### src/rtl/exu_wb_arbiter.sv
// Writeback arbiter: merges a 2-entry buffered ALU result stream with a zero-latency mul/div port.
// Define WB_FWD_EN to compile in forwarding from buffered ALU results.
module exu_wb_arbiter (
  input  logic        clk,
  input  logic        rst,
  input  logic        alu_we_i,
  input  logic [4:0]  alu_waddr_i,
  input  logic [31:0] alu_wdata_i,
  output logic        alu_ready_o,
  input  logic        muldiv_valid_i,
  input  logic [4:0]  muldiv_waddr_i,
  input  logic [31:0] muldiv_wdata_i,
  output logic        muldiv_ready_o,
  input  logic        flush_i,
  output logic        reg_we_o,
  output logic [4:0]  reg_waddr_o,
  output logic [31:0] reg_wdata_o,
  input  logic [4:0]  fwd_raddr_i,
  output logic        fwd_hit_o,
  output logic [31:0] fwd_data_o,
  output logic        busy_o
);

  localparam int unsigned AW    = 5;
  localparam int unsigned DW    = 32;
  localparam int unsigned DEPTH = 2;

  typedef struct packed {
    logic [AW-1:0] waddr;
    logic [DW-1:0] wdata;
  } entry_t;

  entry_t         entry_q [DEPTH];
  logic [DEPTH-1:0] valid_q, valid_d;
  logic           rd_ptr_q, rd_ptr_d;
  logic           wr_ptr_q, wr_ptr_d;
  logic [1:0]     count_q, count_d;

  logic not_full;
  logic md_xfer;
  logic enq;
  logic deq;

  assign not_full       = (count_q != 2'd2);
  assign alu_ready_o    = not_full;
  assign muldiv_ready_o = not_full;
  assign busy_o         = (count_q != 2'd0);
  assign md_xfer        = muldiv_valid_i & not_full;
  assign enq            = alu_we_i & not_full & ~flush_i & (alu_waddr_i != AW'(0));
  // Head only drains when mul/div is idle; a full FIFO forces mul/div off the port.
  assign deq            = ~md_xfer & busy_o & ~flush_i;

  // Writeback port selection
  always_comb begin
    reg_we_o    = 1'b0;
    reg_waddr_o = '0;
    reg_wdata_o = '0;
    if (md_xfer) begin
      reg_we_o    = (muldiv_waddr_i != AW'(0));
      reg_waddr_o = muldiv_waddr_i;
      reg_wdata_o = muldiv_wdata_i;
    end else if (deq) begin
      reg_we_o    = 1'b1;
      reg_waddr_o = entry_q[rd_ptr_q].waddr;
      reg_wdata_o = entry_q[rd_ptr_q].wdata;
    end
  end

  // FIFO bookkeeping next state
  always_comb begin
    rd_ptr_d = rd_ptr_q;
    wr_ptr_d = wr_ptr_q;
    valid_d  = valid_q;
    count_d  = count_q;
    if (flush_i) begin
      rd_ptr_d = 1'b0;
      wr_ptr_d = 1'b0;
      valid_d  = '0;
      count_d  = 2'd0;
    end else begin
      if (deq) begin
        valid_d[rd_ptr_q] = 1'b0;
        rd_ptr_d          = ~rd_ptr_q;
      end
      if (enq) begin
        valid_d[wr_ptr_q] = 1'b1;
        wr_ptr_d          = ~wr_ptr_q;
      end
      count_d = count_q + 2'(enq) - 2'(deq);
    end
  end

  always_ff @(posedge clk or posedge rst) begin
    if (rst) begin
      rd_ptr_q <= 1'b0;
      wr_ptr_q <= 1'b0;
      valid_q  <= '0;
      count_q  <= 2'd0;
    end else begin
      rd_ptr_q <= rd_ptr_d;
      wr_ptr_q <= wr_ptr_d;
      valid_q  <= valid_d;
      count_q  <= count_d;
    end
  end

  // Payload storage carries no reset; validity lives in valid_q
  always_ff @(posedge clk) begin
    if (enq) begin
      entry_q[wr_ptr_q] <= '{waddr: alu_waddr_i, wdata: alu_wdata_i};
    end
  end

`ifdef WB_FWD_EN
  logic young_idx;
  logic young_hit;
  logic old_hit;

  // The most recently written slot sits just behind wr_ptr
  assign young_idx = ~wr_ptr_q;
  assign young_hit = valid_q[young_idx] && (entry_q[young_idx].waddr == fwd_raddr_i);
  assign old_hit   = valid_q[wr_ptr_q] && (entry_q[wr_ptr_q].waddr == fwd_raddr_i);

  always_comb begin
    fwd_hit_o  = 1'b0;
    fwd_data_o = '0;
    if (fwd_raddr_i != AW'(0)) begin
      if (young_hit) begin
        fwd_hit_o  = 1'b1;
        fwd_data_o = entry_q[young_idx].wdata;
      end else if (old_hit) begin
        fwd_hit_o  = 1'b1;
        fwd_data_o = entry_q[wr_ptr_q].wdata;
      end
    end
  end
`else
  logic unused_fwd_raddr;

  assign unused_fwd_raddr = ^fwd_raddr_i;
  assign fwd_hit_o        = 1'b0;
  assign fwd_data_o       = '0;
`endif

endmodule

### config.mk
export PLATFORM = sky130hd
export DESIGN_NAME = exu_wb_arbiter
export DESIGN_NICKNAME = d
export VERILOG_FILES = /design/src/rtl/exu_wb_arbiter.sv
export SDC_FILE = /design/constraint.sdc
export NUM_CORES = 1
export LEC_CHECK = 0
export CORE_UTILIZATION = 47
export CTS_BUF_LIST = sky130_fd_sc_hd__clkbuf_2 sky130_fd_sc_hd__clkbuf_4 sky130_fd_sc_hd__clkbuf_8
export CTS_CLUSTER_DIAMETER = 200
export DETAILED_ROUTE_END_ITERATION = 6
export PLACE_DENSITY = 0.88
export SYNTH_ARGS = -nofsm -noshare
export SYNTH_HDL_FRONTEND = slang
export SYNTH_SLANG_ARGS = --single-unit
### constraint.sdc
create_clock -name clk -period 10.2 [get_ports clk]
set_input_delay 2.04 -clock clk [delete_from_list [all_inputs] [get_ports clk]]
set_output_delay 2.04 -clock clk [all_outputs]
set_load 0.03 [all_outputs]
Word-level counts from Yosys, hierarchy flattened
Memory sizes are Yosys's and may differ from the RTL's.
Cells that the tools add are included.
W data, S select, Z words.
{"block": "classes", "eq_ne": 1, "n_addsub": 2, "bitwise": 10, "n_reduce_logical": 5, "n_mux": 13}
{"op": "$mux W32", "n": 2}
{"op": "$mux W5", "n": 2}
{"op": "$reduce_bool A5 Y1", "n": 2}
{"op": "$mux W1", "n": 8}
{"op": "$and A1 B1 Y1", "n": 6}
{"op": "$reduce_bool A2 Y1", "n": 3}
{"op": "$not A1 Y1", "n": 4}
{"op": "$add A2 B1 Y2", "n": 1}
{"op": "$mux W2", "n": 1}
{"op": "$ne A2 B2 Y1 const B", "n": 1}
{"op": "$sub A2 B1 Y2", "n": 1}
{"block": "totals", "ramBits": 74, "n_memories": 1, "in_bits": 84, "register_bits": 4, "wordCells": 35, "output_inout_bits": 74}
{"memory": "entry_q", "words": 2, "word_bits": 37, "read_ports": 1, "rd_ports_with_merged_regs": 0, "write_ports": 1, "line_no": "33", "text": "entry_t entry_q [DEPTH];"}

Longest topological paths before layout
{"block": "logic_depth", "word_depth": 7, "ltp_mapped": 11, "ltp_nobuf": 9}

Worst setup path after synthesis
OpenSTA, ideal clock, no wires.
{"block": "synth_timing", "kind": "input to register", "start": "in alu_waddr_i[3]", "end": "mem entry_q[1][0] in the netlist's numbering (enable)", "setup_time_ps": 485, "slack_ps": 4681, "path_buffers": 0, "required_ps": 9715, "cell_stages": 3, "t_arrival_ps": 5034, "cell_sequence": "or4_1 -> o211ai_2 -> nor3b_1"}
{"block": "synth_between", "elab_chain_len": 4}
{"item": "start, declared", "line_no": "7", "text": "input logic [4:0] alu_waddr_i,"}
{"item": "$reduce_bool A5 Y1", "line_no": "49", "text": "assign enq = alu_we_i & not_full & ~flush_i & (alu_waddr_i != AW'(0));"}
{"item": "$and A1 B1 Y1", "line_no": "49"}
{"item": "$mux W1", "line_no": "109", "text": "if (enq) begin"}
{"item": "$mux W1 (implied by the code)", "line_no": "110", "text": "entry_q[wr_ptr_q] <= '{waddr: alu_waddr_i, wdata: alu_wdata_i};"}
{"item": "end, declared", "line_no": "33"}
Every way passes these cells.

Worst setup path in the final report
{"block": "layout_timing", "start": "in flush_i", "end": "out reg_wdata_o[10]"}
{"block": "layout_between", "elab_chain_len": 4}
{"item": "start, declared", "line_no": "14", "text": "input logic flush_i,"}
{"item": "$not A1 Y1", "line_no": "51", "text": "assign deq = ~md_xfer & busy_o & ~flush_i;"}
{"item": "$and A1 B1 Y1", "line_no": "51"}
{"item": "$mux W32", "line_no": "62", "text": "end else if (deq) begin"}
{"item": "$mux W32", "line_no": "58", "text": "if (md_xfer) begin"}
{"item": "end, declared", "line_no": "17", "text": "output logic [31:0] reg_wdata_o,"}
Every way passes these cells.

==> flow_metrics.tcl <==
set metrics [dict create \
    chipHeight_um 89.6 \
    wire_per_inst_um 16.0 \
    hp-class "flip-flop to flip-flop" \
    min_to "count_q[1]" \
    grt_overflow_total 0 \
    cts_tree "built" \
    core_area_um2 7330 \
    max_freq_mhz 158 \
    start_kind "input pin" \
    cp_slowest_stage_delay_ns 0.70 \
    status "finished clean" \
    p_leak_nw 1.70 \
    drt_iter0_drc 52 \
    ys_seq_area_frac 0.644 \
    worstMarginPinSlew_ns 0.906 \
    drive_above_1_share 0.0960 \
    grt_max_degree 40 \
    postRouteAntennaNets 0 \
    worstRegToRegCells 4 \
    yosys_register_bits 78 \
    htree_levels 3 \
    cp-end-kind "output pin" \
    dpl_cell_area_um2 4750 \
    io_buffers 119 \
    path_class "input pin to output pin" \
    cts_root_buffer "clkbuf_8" \
    critPathArrivalTime_ns 4.28 \
    ir_drop_mv 0.118 \
    viasPerCell 4.98 \
    finalSetupTns_ns 0 \
    cts_hold_buf 0 \
    io_pins 158 \
    num_rows 31 \
    clk_pin_slew_ns 0.08 \
    drt_first_pass_iters 4 \
    grt_pass1_vias 2200 \
    start_util 0.492 \
    crit_path_start "flush_i" \
    rsz0062_at_grt "false" \
    grt_pass1_wl_mm 10.5 \
    cp.required_ns 8.16 \
    fp.dieArea_um2 8020 \
    rrSetupSlack_ns 7.78 \
    dp_hpwl_mm 5.12 \
    cts_buffers 9 \
    whs_ns 0.628 \
    clkSinkCount 78 \
    cp_common_cell "clkdlybuf4s50_1" \
    gr-usage-all-layers 0.183 \
    fin_crit_sh 0.619 \
    worstReg2RegEnd "entry_q[1][18]" \
    drv_cap 0 \
    hold_depth 2 \
    avgSynthCellArea_um2 15.6 \
    power_per_cell_area_nw_per_um2 226 \
    clock_latency_ns 0.34 \
    ys_types 29 \
    layout-area-overhead-vs-synth_pct 37.2 \
    gp_congestion 0.763 \
    setup_viol 0 \
    vias 2257 \
    slew_violations 0 \
    finalCriticalPeriod_ns 6.32 \
    crit_chain "clkdlybuf4s50_1, or3_4, o2bb2ai_1, clkdlybuf4s50_1" \
    post-route-drc-count 0 \
    antenna_cells 0 \
    syn_inst 231 \
    critPathMaxFanout 39 \
    dieWidth_um 89.6 \
    final_nets 435 \
    layout_commonest_cell "clkdlybuf4s50_1" \
    post_cts_buffers 0 \
    cts_resized 0 \
    slowest_stage "clkdlybuf4s50_1" \
    yosys_warnings 0 \
    wl_mm 7.24 \
    skew_ns 0.00734 \
    relSlewSlack 0.394 \
    r2r_start "count_q[0]" \
    antenna_found_initial 1 \
    netlist_area_um2 3600 \
    layout_common_cells "clkdlybuf4s50_1, edfxtp_1, mux2i_1, conb_1, o2bb2ai_1" \
    cts_buffer_depth 2 \
    final_cell_area_um2 4940 \
    num-fill-cells 535 \
    holdCritStartpoint "count_q[1]" \
    final-hold-violation-count 0 \
]
[synthesized netlist by cell type, drive strengths merged]
cell type  number  area, µm²
a21oi           1       5.00
and2            3       18.8
buf            44        320
clkbuf          4       15.0
conb            1       3.75
dfrtp           4        100
edfxtp         74       2220
ha              2       25.0
inv             4       15.0
mux2            1       11.3
mux2i          37        370
nand2           1       3.75
nand2b          1       6.26
nor2            3       11.3
nor2b           2       12.5
nor3            2       10.0
nor3b           1       7.51
o211ai          2       20.0
o21ai           1       5.00
o2bb2ai        37        374
or2             1       6.26
or3             2       17.5
or4             2       15.0
xor2            1       8.76
[logic make-up after synthesis]
group,synth area share
flops,0.644
buf+inv,0.0972
compound gates,0.112
mux,0.106
simple gates,0.0302
fa+ha+maj,0.00694
other cells,0.00104
xor+xnor,0.00243
[critical path, delay by kind of cell]
| kind | cells | cell delay, ns |
|---|---|---|
| buf+inv | 2 | 1.28 |
| compound gates | 1 | 0.26 |
| simple gates | 1 | 0.68 |
[worst max path at each step]
stage / endpoint / slack, ns / cells after the start
4_1_cts: reg_wdata_o[24] / 3.89 / 4
5_1_grt: reg_wdata_o[10] / 3.82 / 4
6_report: reg_wdata_o[10] / 3.88 / 4
3_3_place_gp: reg_wdata_o[23] / 3.94 / 4
3_5_place_dp: reg_wdata_o[17] / 3.89 / 4
2_1_floorplan: entry_q[1][0] / 4.68 / 3
[final cells by class]
type	instances	area (µm²)	area share
sequential	78	2320	0.470
timing repair buffer	123	1220	0.247
clock inverter	7	73.8	0.0149
clock buffer	9	124	0.0251
tap	99	124	0.0251
inverter	4	15.0	0.00304
multi-input combinational	133	1060	0.215
[where the power goes]
part,internal [mW],switching (mW),total (mW)
Clock,0.113,0.113,0.227
Combinational,0.204,0.292,0.496
Sequential,0.386,0.0111,0.397
Total,0.704,0.416,1.12
[sequential cells by signal, indices dropped and copies added, names as in the netlist]
| register | flops |
|---|---|
| rd_ptr_q | 1 |
| wr_ptr_q | 1 |
| count_q | 2 |
| entry_q | 74 |
[metrics by stage]
step           instances  power, mW  worst slack (ns)   util
3_3_place_gp         437      0.893              3.94  0.648
3_5_place_dp         437      0.906              3.89  0.648
2_1_floorplan        263      0.743              4.68      -
6_report             453       1.12              3.88  0.675
4_1_cts              453       1.13              3.89  0.675
5_1_grt              453       1.17              3.82  0.675
[per-layer routing]
layer  global-route usage  up-vias  share of wire
li1                     -     1063              -
met1                0.200     1061           0.40
met2                0.333      123           0.52
met3               0.0612        8          0.072
met4               0.0620        2          0.012
met5                    0        -         0.0018
(Power assumes the default switching activity.)
